[src/rtl/sbox_share_arbiter.sv]
// sbox_share_arbiter
// Shares one external combinational AES S-box between two requesters. The
// key-expansion requester sends one 32-bit word. The subBytes requester sends
// one 128-bit state. A granted request is copied into an operand register.
// Its bytes are then streamed through the S-box, one byte per cycle, into a
// result register. The result is held behind a valid/ready handshake until
// the owning requester takes it. Only one request is in flight at a time, and
// requests cannot be preempted.
//
// Ports
//   clk, rst                     clock; synchronous active-high reset
//   kx_req_valid/kx_req_ready    key-expansion request handshake
//   kx_word[31:0]                word to substitute, byte i = [8i+7:8i]
//   kx_rsp_valid/kx_rsp_ready    key-expansion result handshake
//   kx_rsp_word[31:0]            substituted word
//   sb_req_valid/sb_req_ready    subBytes request handshake
//   sb_state[127:0]              state to substitute, byte i = [8i+7:8i]
//   sb_rsp_valid/sb_rsp_ready    subBytes result handshake
//   sb_rsp_state[127:0]          substituted state
//   sbox_lhs[7:0]                byte presented to the shared S-box
//   sbox_o[7:0]                  S-box output, combinational from sbox_lhs
module sbox_share_arbiter #(
  parameter bit KX_PRIORITY = 1'b0
) (
  input  logic         clk,
  input  logic         rst,
  input  logic         kx_req_valid,
  output logic         kx_req_ready,
  input  logic [31:0]  kx_word,
  output logic         kx_rsp_valid,
  input  logic         kx_rsp_ready,
  output logic [31:0]  kx_rsp_word,
  input  logic         sb_req_valid,
  output logic         sb_req_ready,
  input  logic [127:0] sb_state,
  output logic         sb_rsp_valid,
  input  logic         sb_rsp_ready,
  output logic [127:0] sb_rsp_state,
  output logic [7:0]   sbox_lhs,
  input  logic [7:0]   sbox_o
);

  typedef enum logic [1:0] {ST_IDLE, ST_RUN, ST_RSP} state_e;
  typedef enum logic {REQ_KX = 1'b0, REQ_SB = 1'b1} req_e;

  state_e       state_q, state_d;
  req_e         owner_q, owner_d;
  req_e         last_grant_q, last_grant_d;
  logic [3:0]   idx_q, idx_d;
  logic [3:0]   last_q, last_d;
  logic [127:0] operand_q, operand_d;
  logic [127:0] result_q, result_d;
  logic         kx_rsp_valid_q, kx_rsp_valid_d;
  logic         sb_rsp_valid_q, sb_rsp_valid_d;

  logic         grant_kx;
  logic         grant_sb;

  // Grants are offered only in IDLE, and only to a requester whose valid is
  // high, so a ready never rises without its matching valid.
  always_comb begin
    // NOTE: every signal written in this block gets a default first. A path
    // that skips the assignment would otherwise infer a latch.
    grant_kx = 1'b0;
    grant_sb = 1'b0;
    if (state_q == ST_IDLE && !rst) begin
      if (kx_req_valid && sb_req_valid) begin
        // On a tie, round-robin hands the grant to whoever was not served last.
        if (KX_PRIORITY || last_grant_q == REQ_SB) grant_kx = 1'b1;
        else                                       grant_sb = 1'b1;
      end else if (kx_req_valid) begin
        grant_kx = 1'b1;
      end else if (sb_req_valid) begin
        grant_sb = 1'b1;
      end
    end
  end

  always_comb begin
    state_d        = state_q;
    owner_d        = owner_q;
    last_grant_d   = last_grant_q;
    idx_d          = idx_q;
    last_d         = last_q;
    operand_d      = operand_q;
    result_d       = result_q;
    kx_rsp_valid_d = kx_rsp_valid_q;
    sb_rsp_valid_d = sb_rsp_valid_q;
    case (state_q)
      ST_IDLE: begin
        if (grant_kx) begin
          operand_d    = {96'b0, kx_word};
          owner_d      = REQ_KX;
          last_grant_d = REQ_KX;
          idx_d        = 4'd0;
          last_d       = 4'd3;
          state_d      = ST_RUN;
        end else if (grant_sb) begin
          operand_d    = sb_state;
          owner_d      = REQ_SB;
          last_grant_d = REQ_SB;
          idx_d        = 4'd0;
          last_d       = 4'd15;
          state_d      = ST_RUN;
        end
      end
      ST_RUN: begin
        result_d[{idx_q, 3'b000} +: 8] = sbox_o;
        if (idx_q == last_q) begin
          state_d        = ST_RSP;
          kx_rsp_valid_d = (owner_q == REQ_KX);
          sb_rsp_valid_d = (owner_q == REQ_SB);
        end else begin
          idx_d = idx_q + 4'd1;
        end
      end
      ST_RSP: begin
        // A new grant has to wait for the following IDLE cycle.
        if ((owner_q == REQ_KX && kx_rsp_ready) ||
            (owner_q == REQ_SB && sb_rsp_ready)) begin
          state_d        = ST_IDLE;
          kx_rsp_valid_d = 1'b0;
          sb_rsp_valid_d = 1'b0;
        end
      end
      default: state_d = ST_IDLE;
    endcase
  end

  // The operand and result registers are ordinary flops, so they are reset
  // together with the control state.
  always_ff @(posedge clk) begin
    // NOTE: state updates use non-blocking assignments. Every flop then sees
    // the values from before the edge, whatever order the statements run in.
    if (rst) begin
      state_q        <= ST_IDLE;
      owner_q        <= REQ_KX;
      last_grant_q   <= REQ_SB;
      idx_q          <= 4'd0;
      last_q         <= 4'd0;
      operand_q      <= '0;
      result_q       <= '0;
      kx_rsp_valid_q <= 1'b0;
      sb_rsp_valid_q <= 1'b0;
    end else begin
      state_q        <= state_d;
      owner_q        <= owner_d;
      last_grant_q   <= last_grant_d;
      idx_q          <= idx_d;
      last_q         <= last_d;
      operand_q      <= operand_d;
      result_q       <= result_d;
      kx_rsp_valid_q <= kx_rsp_valid_d;
      sb_rsp_valid_q <= sb_rsp_valid_d;
    end
  end

  // The reset is synchronous, so the registers still hold old values during
  // the first cycle of a reset. Gating with rst keeps every output at zero for
  // as long as rst is high.
  assign kx_req_ready = grant_kx;
  assign sb_req_ready = grant_sb;
  assign kx_rsp_valid = kx_rsp_valid_q && !rst;
  assign sb_rsp_valid = sb_rsp_valid_q && !rst;
  assign kx_rsp_word  = rst ? 32'b0  : result_q[31:0];
  assign sb_rsp_state = rst ? 128'b0 : result_q;
  assign sbox_lhs     = (state_q == ST_RUN && !rst) ? operand_q[{idx_q, 3'b000} +: 8] : 8'h00;

endmodule

[config.mk]
export PLATFORM = sky130hd
export DESIGN_NAME = sbox_share_arbiter
export DESIGN_NICKNAME = d
export VERILOG_FILES = /design/src/rtl/sbox_share_arbiter.sv
export SDC_FILE = /design/constraint.sdc
export NUM_CORES = 1
export LEC_CHECK = 0
export ABC_CLOCK_PERIOD_IN_PS = 2300
export BUFFER_PORTS_ARGS = -buffer_cell sky130_fd_sc_hd__buf_2
export CAP_MARGIN = 20
export CORE_MARGIN = 2
export CORE_UTILIZATION = 47
export DETAILED_ROUTE_END_ITERATION = 7
export MAX_ROUTING_LAYER = met4
export PLACE_DENSITY = 0.76
export SETUP_SLACK_MARGIN = 0.2
export SYNTH_ARGS = -nofsm -noshare
export SYNTH_HDL_FRONTEND = slang
export SYNTH_SLANG_ARGS = --single-unit
[constraint.sdc]
create_clock -name clk -period 2.3 [get_ports clk]
set_clock_uncertainty 0.2 [all_clocks]
set_input_delay 0.46 -clock clk [delete_from_list [all_inputs] [get_ports clk]]
set_output_delay 0.46 -clock clk [all_outputs]
set_load 0.03 [all_outputs]
**Word-level counts from Yosys, hierarchy flattened**

Index checks and enable logic that the tools add are counted.

- Add/sub/neg operators: 2
- Eq/ne operators: 7
- Shift-type cells: 3
- Multiplexer cells: 33
- Bitwise gates (word level): 1
- Reduce and logical (&&, ||, !) cells: 17

Operators with widths:

| cell | count |
|---|---|
| $mux W128 | 3 |
| $bwmux W128 | 1 |
| $shift A8 B9 Y128 const A | 1 |
| $shiftx A128 B8 Y8 | 1 |
| $shiftx A8 B9 Y128 | 1 |
| $mux W32 | 1 |
| $mux W4 | 5 |
| $mux W1 | 14 |
| $neg A7 Y9 | 1 |
| $reduce_and A3 Y1 | 3 |
| $mux W2 | 4 |
| $mux W8 | 1 |
| $pmux W4 S2 | 1 |
| $logic_and A1 B1 Y1 | 7 |
| $ne A2 B2 Y1 const B | 3 |
| $pmux W2 S3 | 1 |
| $reduce_bool A2 Y1 | 3 |
| $add A4 B1 Y4 const B | 1 |
| $eq A4 B4 Y1 | 1 |
| $pmux W1 S2 | 2 |
| $ne A3 B3 Y1 const B | 1 |
| $eq A2 B1 Y1 const B | 1 |
| $eq A2 B2 Y1 const B | 1 |
| $logic_not A2 Y1 | 1 |
| other kinds (4) | 4 |

- Register bits: 270
- Input bits: 174
- Output and inout port bits: 172
- Word-level logic and storage cells: 72

**Longest topological paths before layout**

- Depth in word-level cells: 7
- Gate-level depth with buffers: 9
- Gate-level depth less buffers: 6

**Least setup slack after synthesis**

No wires, ideal clock.

- Path kind: reg2out
- Start: reg idx_q[0]
- End: out sbox_lhs[2]
- Arrival time: 1904 ps
- Required time: 1640 ps
- Slack: -264 ps
- Cell stages (with the launch flop): 6
- Path buffers: 2
- Cells stage by stage: dfxtp_1 buf_6 buf_2 mux4_2 a22oi_1 nand3_1

- Longest elaborated chain between the ends: 2

Ends and longest elaborated chain:

| item | line | text |
|---|---|---|
| from (decl) | 49 | `logic [3:0] idx_q, idx_d;` |
| from (signal assigned) | 149 | `idx_q <= idx_d;` |
| $shiftx A128 B8 Y8 | 167 | `assign sbox_lhs = (state_q == ST_RUN && !rst) ? operand_q[{idx_q, 3'b000} +: 8] : 8'h00;` |
| $mux W8 | 167 |  |
| to (decl) | 39 | `output logic [7:0] sbox_lhs,` |

No other way between the ends.

**Final worst setup path**

- Start: reg idx_q[0]
- End: out sbox_lhs[4]

The elaborated chain is that of the path after synthesis.

==> impl_metrics.ini <==
[timing]
finalSetupTns_ns = -8.44
worst_pin_slew_ns = 0.524
hold_viol = 0
fin_ws_ns = -0.449
rsz0062_at_grt = yes
relSlewSlack = 0.649
fmax_ghz = 0.364
finalCritPeriodShare = 1.20
report.final.slew_viol_count = 0
setup_viol = 85
min_period_ns = 2.75

[floorplan]
die_y_um = 163
core_mm2 = 0.0250
die_w_um = 163
initial_core_util = 0.475
die_area_mm2 = 0.0265
fp-row-count = 58
io_pins = 346

[placement]
io_buffers = 345
place_congestion = 0.819
dp_cells = 1784
dpl_cell_area_mm2 = 0.0139
dp_hpwl_um = 23000

[synth]
synth_top_area_share = 0.451
synth_edf_count = 0
async_flop_share = 0
synthCells = 1181
syn_nets = 1359
yosysUniqueCellTypes = 53
avgSynthCellArea_um2 = 10.0
synth-main-ff-cell = dfxtp_1
yosys-top-cells-area = dfxtp_1, mux2i_1, a22o_1
synthesis.area_mm2 = 0.0119
ys_seq_area_frac = 0.451
ys_ff_latch = 267
synth.most_common_cell = dfxtp_1
synth_top_area_cell = dfxtp_1
ys_top_cells_by_count = dfxtp_1, a22o_1, nand2b_1, mux2i_1, inv_1
ys_warn_count = 0

[setup_path]
crit_type = register to output pin
cp-end-kind = output pin
r2r_slack_ns = -0.21
reg2reg_depth = 12
cp_data_arrival_time_ns = 2.09
r2r-end = result_q[93]
critPathRequiredTime_ns = 1.64
r2r-start = idx_q[1]
crit_fanout = 9
critPathLaunchType = register

[global_route]
antenna_found_initial = 2
grtUsageTotal = 0.302
grt_overflow_total = 0
grt_max_degree = 99
grt_pass1_wl_um = 61600
grt_pass1_vias = 11300

[cells_and_area]
final_nets = 1861
stdcell_count = 2034
stdcell_area_mm2 = 0.0191
nFillCells = 1421
drive_gt1_frac = 0.449
area_growth_pct = 61.0

[drt]
totalWireLength_um = 44600
drt-pass1-iter-count = 5
wl_per_cell_um = 21.9
drc_errors = 0
vias = 11400
ant_nets = 0
drt-initial-drc-count = 701
viasPerCell = 5.60

[clock_network]
clk_latency_ns = 0.54
cts_tree = built
cts_buffers = 28
path_clk_slew_ns = 0.06
cts-root-buf = clkbuf_16
cts_num_sinks = 267
cts_buffer_depth = 3
htree_levels = 1

[pwr]
peakVddDrop_mv = 0.556
powerDensity_mw_per_mm2 = 576
p_leak_nw = 8.89

[min_path]
hold_class = primary input to register
hold_depth = 3
whs_endpoint = operand_q[27]
worstHoldStart = sb_state[27]

[outcome]
violations = negative setup slack
status = finished with violations

[run]
drv_cap = 0
## final cells by class
cell class | count | area (um^2) | share of cell area
antenna | 3 | 7.51 | 0.000393
clock buffer | 43 | 808 | 0.0424
clock inverter | 5 | 50.0 | 0.00262
inverter | 79 | 302 | 0.0158
multi-input combinational | 717 | 6990 | 0.366
sequential | 267 | 5360 | 0.281
tap | 330 | 413 | 0.0216
timing repair buffer | 590 | 5160 | 0.271
## cell families (layout without fill, tap and decap cells)
logic type | after synthesis | count (layout) | synth area share
AND/OR/NAND/NOR | 345 | 345 | 0.174
AO/OA/AOI/OAI | 248 | 248 | 0.156
flip-flops | 267 | 267 | 0.451
XOR/XNOR | 3 | 3 | 0.00348
multiplexers | 117 | 117 | 0.133
adder cells (fa/ha/maj) | 4 | 4 | 0.00422
buffers and inverters | 197 | 717 | 0.0787
other | 0 | 3 | 0
## critical path: stages (launching register included)
cell     delay, ns
dfxtp_4       0.39
buf_12        0.15
mux4_2        0.53
a22oi_2       0.25
nand3_4       0.09
buf_6         0.15
## metrics by stage
stage	total power, mW	utilization	setup slack [ns]	hold slack (ns)
final	11.0	0.764	-0.449	0.0233
after global routing	11.3	0.764	-0.515	0.0161
after CTS	10.8	0.718	-0.482	0.000790
after detailed placement	6.19	0.559	-0.159	0.255
after global placement	6.17	0.559	-0.150	0.252
after floorplan	5.76	-	0.0749	0.237
## report_power, final
| part | internal, mW | switching [mW] | total, mW |
|---|---|---|---|
| sequential | 4.86 | 0.165 | 5.03 |
| clock | 2.51 | 1.86 | 4.37 |
| combinational | 0.832 | 0.760 | 1.59 |
## how the worst max path moves through the flow
stage | to | start | depth (start not counted) | slack (ns)
6_report | sbox_lhs[4] | idx_q[0] | 5 | -0.45
5_1_grt | sbox_lhs[6] | idx_q[1] | 5 | -0.52
4_1_cts | sbox_lhs[0] | idx_q[0] | 5 | -0.48
3_5_place_dp | sbox_lhs[3] | rst | 5 | -0.16
3_3_place_gp | sbox_lhs[3] | rst | 5 | -0.15
2_1_floorplan | sb_rsp_state[3] | rst | 4 | 0.07
## layout by cell type, fill, tap and decap left out, drive strengths merged, types with 2 or more instances in the layout
cell / netlist / routed
inv: 79 / 79
ha: 4 / 4
nand3: 20 / 20
a31oi: 33 / 33
or2: 2 / 2
nor3b: 3 / 3
or3: 4 / 4
nand4: 2 / 2
nor2: 49 / 49
nor3: 5 / 5
nand3b: 34 / 34
clkbuf: 53 / 54
a22oi: 8 / 8
mux4: 32 / 32
o31ai: 48 / 48
dfxtp: 267 / 267
diode: 0 / 3
a22o: 96 / 96
buf: 65 / 434
o211ai: 2 / 2
clkinv: 0 / 4
o21ai: 52 / 52
nor2b: 61 / 61
xnor2: 3 / 3
mux2i: 84 / 84
nand2: 67 / 67
dlygate4sd3: 0 / 144
a21oi: 5 / 5
nand2b: 93 / 93
## state kept, by name (all words and copies together), names as in the netlist
register	flops
kx_rsp_valid_q	1
result_q	128
state_q	2
sb_rsp_valid_q	1
idx_q	4
last_q	2
last_grant_q	1
operand_q	128
## timing repair
| item | CTS | global route |
|---|---|---|
| hold buffers | 144 | 0 |
| cloned | 7 | 8 |
| buffers inserted | 31 | 9 |
| pin swaps | 57 | 42 |
| gates resized for setup | 410 | 175 |
| setup endpoints to repair | 246 | 239 |
| hold endpoints to repair | 126 | 0 |
## per-layer routing
layer | share of wire | vias to the layer above | global-route usage
met3 | 0.057 | 146 | 0.0402
met2 | 0.52 | 554 | 0.538
met1 | 0.38 | 5550 | 0.350
met4 | 0.048 | 0 | 0.106
li1 | - | 5146 | -
met5 | 0 | - | -
Power figures use the tool's default switching activity.
